<file path="src/rtl/clk_div_ctrl.sv">
// -----------------------------------------------------------------------------
// clk_div_ctrl
//   Sequences ratio changes for the programmable clock divider so that a new
//   ratio is never applied while the divider is running. An accepted request
//   gates the divider off, waits a guard interval, loads the ratio, waits a
//   settle interval and then re-enables (or stays off, per i_enable).
//   Also owns the run/stop state of the divided clock.
//
// Ports
//   i_ref_clk    reference clock (same clock as the divider)
//   i_rst        asynchronous reset, active low
//   i_enable     level request to run the divided clock
//   i_cfg_valid  ratio-change request valid
//   i_cfg_ratio  requested ratio
//   o_cfg_ready  request can be accepted (OFF / RUN only)
//   o_cfg_err    one-cycle pulse: request rejected (ratio 0 or 1)
//   o_done       one-cycle pulse: ratio change complete
//   o_busy       high while a change sequence is in progress
//   o_div_en     divider clock enable
//   o_div_ratio  divider ratio
// -----------------------------------------------------------------------------
module clk_div_ctrl #(
  parameter int RATIO_WIDTH   = 8,
  parameter int RESET_RATIO   = 2,
  parameter int GUARD_CYCLES  = 4,
  parameter int SETTLE_CYCLES = 2
) (
  input  logic                   i_ref_clk,
  input  logic                   i_rst,
  input  logic                   i_enable,
  input  logic                   i_cfg_valid,
  input  logic [RATIO_WIDTH-1:0] i_cfg_ratio,
  output logic                   o_cfg_ready,
  output logic                   o_cfg_err,
  output logic                   o_done,
  output logic                   o_busy,
  output logic                   o_div_en,
  output logic [RATIO_WIDTH-1:0] o_div_ratio
);

  typedef enum logic [2:0] {
    OFF    = 3'd0,
    RUN    = 3'd1,
    STOP   = 3'd2,
    LOAD   = 3'd3,
    SETTLE = 3'd4
  } state_t;

  localparam logic [7:0]             GUARD_LAST  = 8'(GUARD_CYCLES - 1);
  localparam logic [7:0]             SETTLE_LAST = 8'(SETTLE_CYCLES - 1);
  localparam logic [RATIO_WIDTH-1:0] RATIO_RST   = RATIO_WIDTH'(RESET_RATIO);
  localparam logic [RATIO_WIDTH-1:0] RATIO_MIN   = RATIO_WIDTH'(2);

  state_t                 state;
  logic [7:0]             cnt;
  logic [RATIO_WIDTH-1:0] pending;

  always_ff @(posedge i_ref_clk or negedge i_rst) begin
    if (!i_rst) begin
      state       <= OFF;
      cnt         <= 8'd0;
      pending     <= '0;
      o_div_ratio <= RATIO_RST;
      o_div_en    <= 1'b0;
      o_busy      <= 1'b0;
      o_done      <= 1'b0;
      o_cfg_err   <= 1'b0;
      o_cfg_ready <= 1'b1;
    end else begin
      // Pulses default low; each is raised for exactly one cycle below.
      o_done    <= 1'b0;
      o_cfg_err <= 1'b0;

      case (state)
        OFF, RUN: begin
          // A request (even a rejected one) takes priority over i_enable.
          if (i_cfg_valid && o_cfg_ready) begin
            if (i_cfg_ratio < RATIO_MIN) begin
              o_cfg_err <= 1'b1;
            end else begin
              pending     <= i_cfg_ratio;
              cnt         <= 8'd0;
              o_busy      <= 1'b1;
              o_cfg_ready <= 1'b0;
              o_div_en    <= 1'b0;
              // From OFF the divider is already stopped, so skip the guard.
              state       <= (state == RUN) ? STOP : LOAD;
            end
          end else if (state == OFF && i_enable) begin
            state    <= RUN;
            cnt      <= 8'd0;
            o_div_en <= 1'b1;
          end else if (state == RUN && !i_enable) begin
            state    <= OFF;
            cnt      <= 8'd0;
            o_div_en <= 1'b0;
          end
        end

        STOP: begin
          if (cnt == GUARD_LAST) begin
            state <= LOAD;
            cnt   <= 8'd0;
          end else begin
            cnt <= cnt + 8'd1;
          end
        end

        LOAD: begin
          o_div_ratio <= pending;
          state       <= SETTLE;
          cnt         <= 8'd0;
        end

        SETTLE: begin
          if (cnt == SETTLE_LAST) begin
            cnt         <= 8'd0;
            o_done      <= 1'b1;
            o_busy      <= 1'b0;
            o_cfg_ready <= 1'b1;
            // i_enable is only looked at here while a change is in flight.
            if (i_enable) begin
              state    <= RUN;
              o_div_en <= 1'b1;
            end else begin
              state    <= OFF;
              o_div_en <= 1'b0;
            end
          end else begin
            cnt <= cnt + 8'd1;
          end
        end

        default: begin
          state       <= OFF;
          cnt         <= 8'd0;
          o_div_en    <= 1'b0;
          o_busy      <= 1'b0;
          o_cfg_ready <= 1'b1;
        end
      endcase
    end
  end

endmodule
</file>
<file path="config.mk">
export PLATFORM = sky130hd
export DESIGN_NAME = clk_div_ctrl
export DESIGN_NICKNAME = d
export VERILOG_FILES = /design/src/rtl/clk_div_ctrl.sv
export SDC_FILE = /design/constraint.sdc
export NUM_CORES = 1
export LEC_CHECK = 0
export BUFFER_PORTS_ARGS = -buffer_cell sky130_fd_sc_hd__buf_4
export CAP_MARGIN = 20
export CORE_MARGIN = 2
export CORE_UTILIZATION = 30
export DETAILED_ROUTE_END_ITERATION = 8
export PLACE_DENSITY = 0.52
export SLEW_MARGIN = 30
export SYNTH_ARGS = -nofsm -noshare
export SYNTH_HDL_FRONTEND = slang
export SYNTH_SLANG_ARGS = --single-unit
</file>
<file path="constraint.sdc">
create_clock -name i_ref_clk -period 2.72 [get_ports i_ref_clk]
set_input_delay 0.408 -clock i_ref_clk [delete_from_list [all_inputs] [get_ports i_ref_clk]]
set_output_delay 0.408 -clock i_ref_clk [all_outputs]
set_load 0.1 [all_outputs]
</file>
==> Implementation_results.wiki <==
{| class="wikitable"
! Metric !! Value
|-
| Run status || complete, no violations
|-
| Type of the setup path with the least slack || register to register
|-
| Post-Synthesis Cell Area || 1540 sq um
|-
| Number of sinks handled by clock tree synthesis || 32
|-
| Type of destination of the critical path || register
|-
| Post-synth net total || 142
|-
| Post-cts sizing count || 0
|-
| Count of vias placed by the detailed router || roughly 1,100
|-
| R2r setup slk || 610 ps
|-
| Leakage dissipation || 0.857 nW
|-
| Fraction of layout cells with a size suffix above 1 || 39.4%
|-
| Buffers plus inverters on the worst setup path || 1
|-
| Number of search-and-repair iterations in the first detailed-routing pass || 4
|-
| Peak clock frequency supported by timing || 0.474 GHz
|-
| Worst Setup Start Kind || register
|-
| R2r startpoint || cnt[1]$_DFFE_PN0P_
|-
| Final Routed Wirelength || around 3.1 mm
|-
| Clock tree root driver cell || sky130_fd_sc_hd__clkbuf_8
|-
| Floorplan row count || 26
|-
| Floorplan die width || 75.6 um
|-
| Maximum fanout encountered on the critical timing path || 10
|-
| CP delay by family, top || compound AO/OA/AOI/OAI gates
|-
| Met1 usage in global routing || 12.8%
|-
| Unrepaired setup endpoints after global routing || false
|-
| H-tree lvl count || 2
|-
| VDD IR max || 0.618 mV
|-
| Hold_buf cts || 0
|-
| Final Cycle Share || 77.6%
|-
| Net count reported at finish || 168
|-
| Cell count after synthesis || 128
|-
| Post-Synthesis Mean Instance Area || 12.0 sq um
|-
| Normalized max-slew margin || between 50% and 60%
|-
| Arrival time of data at the critical path endpoint || about 2300 ps
|-
| Met2 usage in global routing || 21.8%
|-
| Hold Vio Cnt, Final || 0
|-
| Number of port buffers || 24
|-
| Number of vias per cell || 4.90
|-
| Cells taking the most area after synthesis || sky130_fd_sc_hd__dfrtp_1 49%, sky130_fd_sc_hd__mux2_2 12%, sky130_fd_sc_hd__dfstp_2 3.4%
|-
| Area added between synthesis and finish || 24.4%
|-
| Finish-stage setup viols || 0
|-
| Syn. warnings || 0
|-
| Switch share || 46.9%
|-
| Global-route wire length before repair || 5.14 mm
|-
| Maximum buffer depth of the clock tree || 2
|-
| Ports placed on the boundary || 25
|-
| Buffer count from post-CTS setup fixing || 0
|-
| DP Wirelength || between 2 and 2.5 mm
|-
| Number of design rule violations left after detail routing || 0
|-
| Largest stage delay on the critical path || 470 ps
|-
| Psw || 1.20 mW
|-
| Max cap viols || 0
|-
| Number of unique standard cell types used by synthesis || 38
|-
| Layer with the highest usage || met2
|-
| Initial cell density of the core || a little under a third
|-
| Cell-internal power || 1.35 mW
|-
| Total clock buffers created by CTS || 5
|-
| Sequential group share of total power || 31.3%
|-
| Post-route core utilization || about two fifths
|-
| Slew of the pin with the lowest slew margin || approximately 600 ps
|-
| Critical-path cell list || inv_1, ha_1, or3b_2, o21ai_2, nand2_4, a221o_1
|-
| Number of antenna-violating nets in the routed design || 0
|-
| Via count of the first global-routing pass || 1,157
|-
| Aggregate global routing overflow || 0
|-
| Non-Filler Instances || 225
|-
| Clock Pin Slew Worst Setup and Hold Paths || 60 ps
|-
| Type of the tightest min-delay check || input pin to asynchronous set/reset pin
|-
| Clock Skew || 4.26 ps
|-
| Instance count after placement with tap cells included || around 220
|-
| Pin count of the biggest net entering global routing || 33
|-
| Final-report max-slew violation count || 0
|-
| #FFs+latches synth || 32
|-
| Critical path required time || around 2900 ps
|-
| Portion of total power attributed to the clock network || 19.3%
|-
| Power share of the combinational group || 49.4%
|-
| Area share of the leading cell type in the synthesized netlist || 48.8%
|-
| Detailed-route wire length per cell || roughly 14 um
|-
| Critical path's slowest cell || sky130_fd_sc_hd__or3b_2
|-
| Weighted congestion reported at the end of routability-driven placement || 0.699
|-
| Core Region || 5010 sq um
|-
| Min cycle time layout || between 2000 and 2500 ps
|-
| Path length in cells of the critical path || 6
|-
| Global routing usage summed across all routing layers || 12.5%
|-
| Antenna Cells || 0
|-
| Latest clock arrival within the worst-skew pair || 280 ps
|-
| Filler instances || a little over 500
|-
| CTS tree || yes
|-
| Met3 track demand over resource in global routing || 4.37%
|-
| Number of antenna violations at the first check in global routing || 0
|-
| Worst R2R Path Depth || 6
|-
| Final total negative setup slack || 0 ps
|-
| Die height || 75.6 um
|-
| Cell accounting for the most synthesized area || sky130_fd_sc_hd__dfrtp_1
|-
| P per Cell Area || 1330 nW/um^2
|-
| Share of synthesized area occupied by flip-flops and latches || a little over half
|-
| Worst R2R End || cnt[4]$_DFFE_PN0P_
|-
| DIE AREA || 5710 sq um
|-
| Iteration-0 DRC Markers || slightly below 50
|}
[kinds of logic after synthesis]
kind of cell | share of synthesized area [%]
simple gates | 14.0
buf+inv | 3.25
compound gates | 15.2
xor+xnor | 0.570
fa+ha+maj | 1.63
mux | 13.1
flops | 52.2
[routing by layer]
| metal | share of wire, % | vias up | wire length, um |
|---|---|---|---|
| met1 | 41 | 537 | 1300 |
| met5 | 0 | - | 0 |
| met2 | 51 | 34 | 1600 |
| met3 | 5.5 | 12 | 172 |
| li1 | - | 519 | - |
| met4 | 2.2 | 0 | 68 |
[registers in the layout, indices dropped and copies added, names as in the netlist]
signal and cells:
cnt 8, o_div_ratio 8, pending 8, state 3, o_busy 1, o_cfg_err 1, o_cfg_ready 1, o_div_en 1
o_done 1
[power groups by stage]
stage	logic [mW]	registers [mW]	clock network, mW
final	1.26	0.799	0.492
after global routing	1.34	0.827	0.533
after CTS	1.27	0.799	0.508
after detailed placement	1.27	0.808	0
after global placement	1.25	0.803	0
after floorplan	0.469	1.33	0
[through the flow]
stage	hold WS [ps]	instance area, sq um	power (mW)	worst slack [ps]
after global placement	366	1780	2.06	628
final	54.1	1910	2.55	609
after CTS	63.7	1900	2.58	569
after global routing	75.8	1910	2.70	488
after detailed placement	370	1780	2.08	567
after floorplan	112	1540	1.80	521
[layout by cell type, fill, tap and decap left out, types with 2 or more instances in the layout]
master	n
sky130_fd_sc_hd__dfrtp_1	30
sky130_fd_sc_hd__buf_4	24
sky130_fd_sc_hd__mux2_2	17
sky130_fd_sc_hd__nor2_1	7
sky130_fd_sc_hd__nand2_1	7
sky130_fd_sc_hd__a21oi_1	7
sky130_fd_sc_hd__clkbuf_8	7
sky130_fd_sc_hd__inv_1	6
sky130_fd_sc_hd__a221o_1	5
sky130_fd_sc_hd__nand3_1	4
sky130_fd_sc_hd__o31ai_1	3
sky130_fd_sc_hd__o21ai_0	3
sky130_fd_sc_hd__or4_4	2
sky130_fd_sc_hd__nor3b_1	2
sky130_fd_sc_hd__or3_1	2
sky130_fd_sc_hd__nand2_4	2
sky130_fd_sc_hd__nand2b_1	2
sky130_fd_sc_hd__a21o_1	2
sky130_fd_sc_hd__nor3_1	2
sky130_fd_sc_hd__ha_1	2
sky130_fd_sc_hd__dfstp_2	2
[layout make-up]
cell class              instances  area (sq um)  share of cell area [%]
clock buffers                   7          96.3                    5.04
clock inverters                 1          30.0                    1.57
inverters                       6          22.5                    1.18
multi-input cells              85           693                    36.2
flip-flops and latches         32           803                    42.0
well taps                      70          87.6                    4.58
repair buffers                 24           180                    9.42
[worst max-delay path by stage]
stage                            startpoint                endpoint  slack, ps
global placement             i_cfg_ratio[4]    o_div_en$_DFFE_PN0P_        630
CTS                      cnt[1]$_DFFE_PN0P_      cnt[3]$_DFFE_PN0P_        570
global route             cnt[1]$_DFFE_PN0P_      cnt[5]$_DFFE_PN0P_        490
floorplan           o_cfg_ready$_DFFE_PN1P_  pending[0]$_DFFE_PN0P_        520
finish                   cnt[1]$_DFFE_PN0P_      cnt[4]$_DFFE_PN0P_        610
detailed placement       cnt[1]$_DFFE_PN0P_      cnt[4]$_DFFE_PN0P_        570
[synth_stat cells]
cell type and number:
sky130_fd_sc_hd__or4b_4 1, sky130_fd_sc_hd__o31ai_1 3, sky130_fd_sc_hd__a21o_1 2, sky130_fd_sc_hd__o2111ai_1 1
sky130_fd_sc_hd__nor4_2 1, sky130_fd_sc_hd__or4_4 2, sky130_fd_sc_hd__a221o_1 5, sky130_fd_sc_hd__nand2b_1 2
sky130_fd_sc_hd__a32oi_1 1, sky130_fd_sc_hd__a21bo_1 1, sky130_fd_sc_hd__nand3_1 4, sky130_fd_sc_hd__o31ai_4 1
sky130_fd_sc_hd__o21ai_0 3, sky130_fd_sc_hd__nor3b_1 2, sky130_fd_sc_hd__clkbuf_1 3, sky130_fd_sc_hd__a21oi_1 7
sky130_fd_sc_hd__nand2_4 2, sky130_fd_sc_hd__dfrtp_1 30, sky130_fd_sc_hd__nor4_1 1, sky130_fd_sc_hd__or3b_2 1
sky130_fd_sc_hd__ha_1 2, sky130_fd_sc_hd__dfstp_2 2, sky130_fd_sc_hd__mux2i_1 1, sky130_fd_sc_hd__o2111ai_2 1
sky130_fd_sc_hd__buf_2 1, sky130_fd_sc_hd__buf_6 1, sky130_fd_sc_hd__o21ai_2 1, sky130_fd_sc_hd__and2_1 1
sky130_fd_sc_hd__nor2_1 7, sky130_fd_sc_hd__xnor2_1 1, sky130_fd_sc_hd__mux2_2 17, sky130_fd_sc_hd__or3_1 2
sky130_fd_sc_hd__a22oi_1 1, sky130_fd_sc_hd__nand2_1 7, sky130_fd_sc_hd__nor3_1 2, sky130_fd_sc_hd__o2bb2ai_1 1
sky130_fd_sc_hd__o21a_1 1, sky130_fd_sc_hd__inv_1 6
Power figures use the tool's default switching activity.
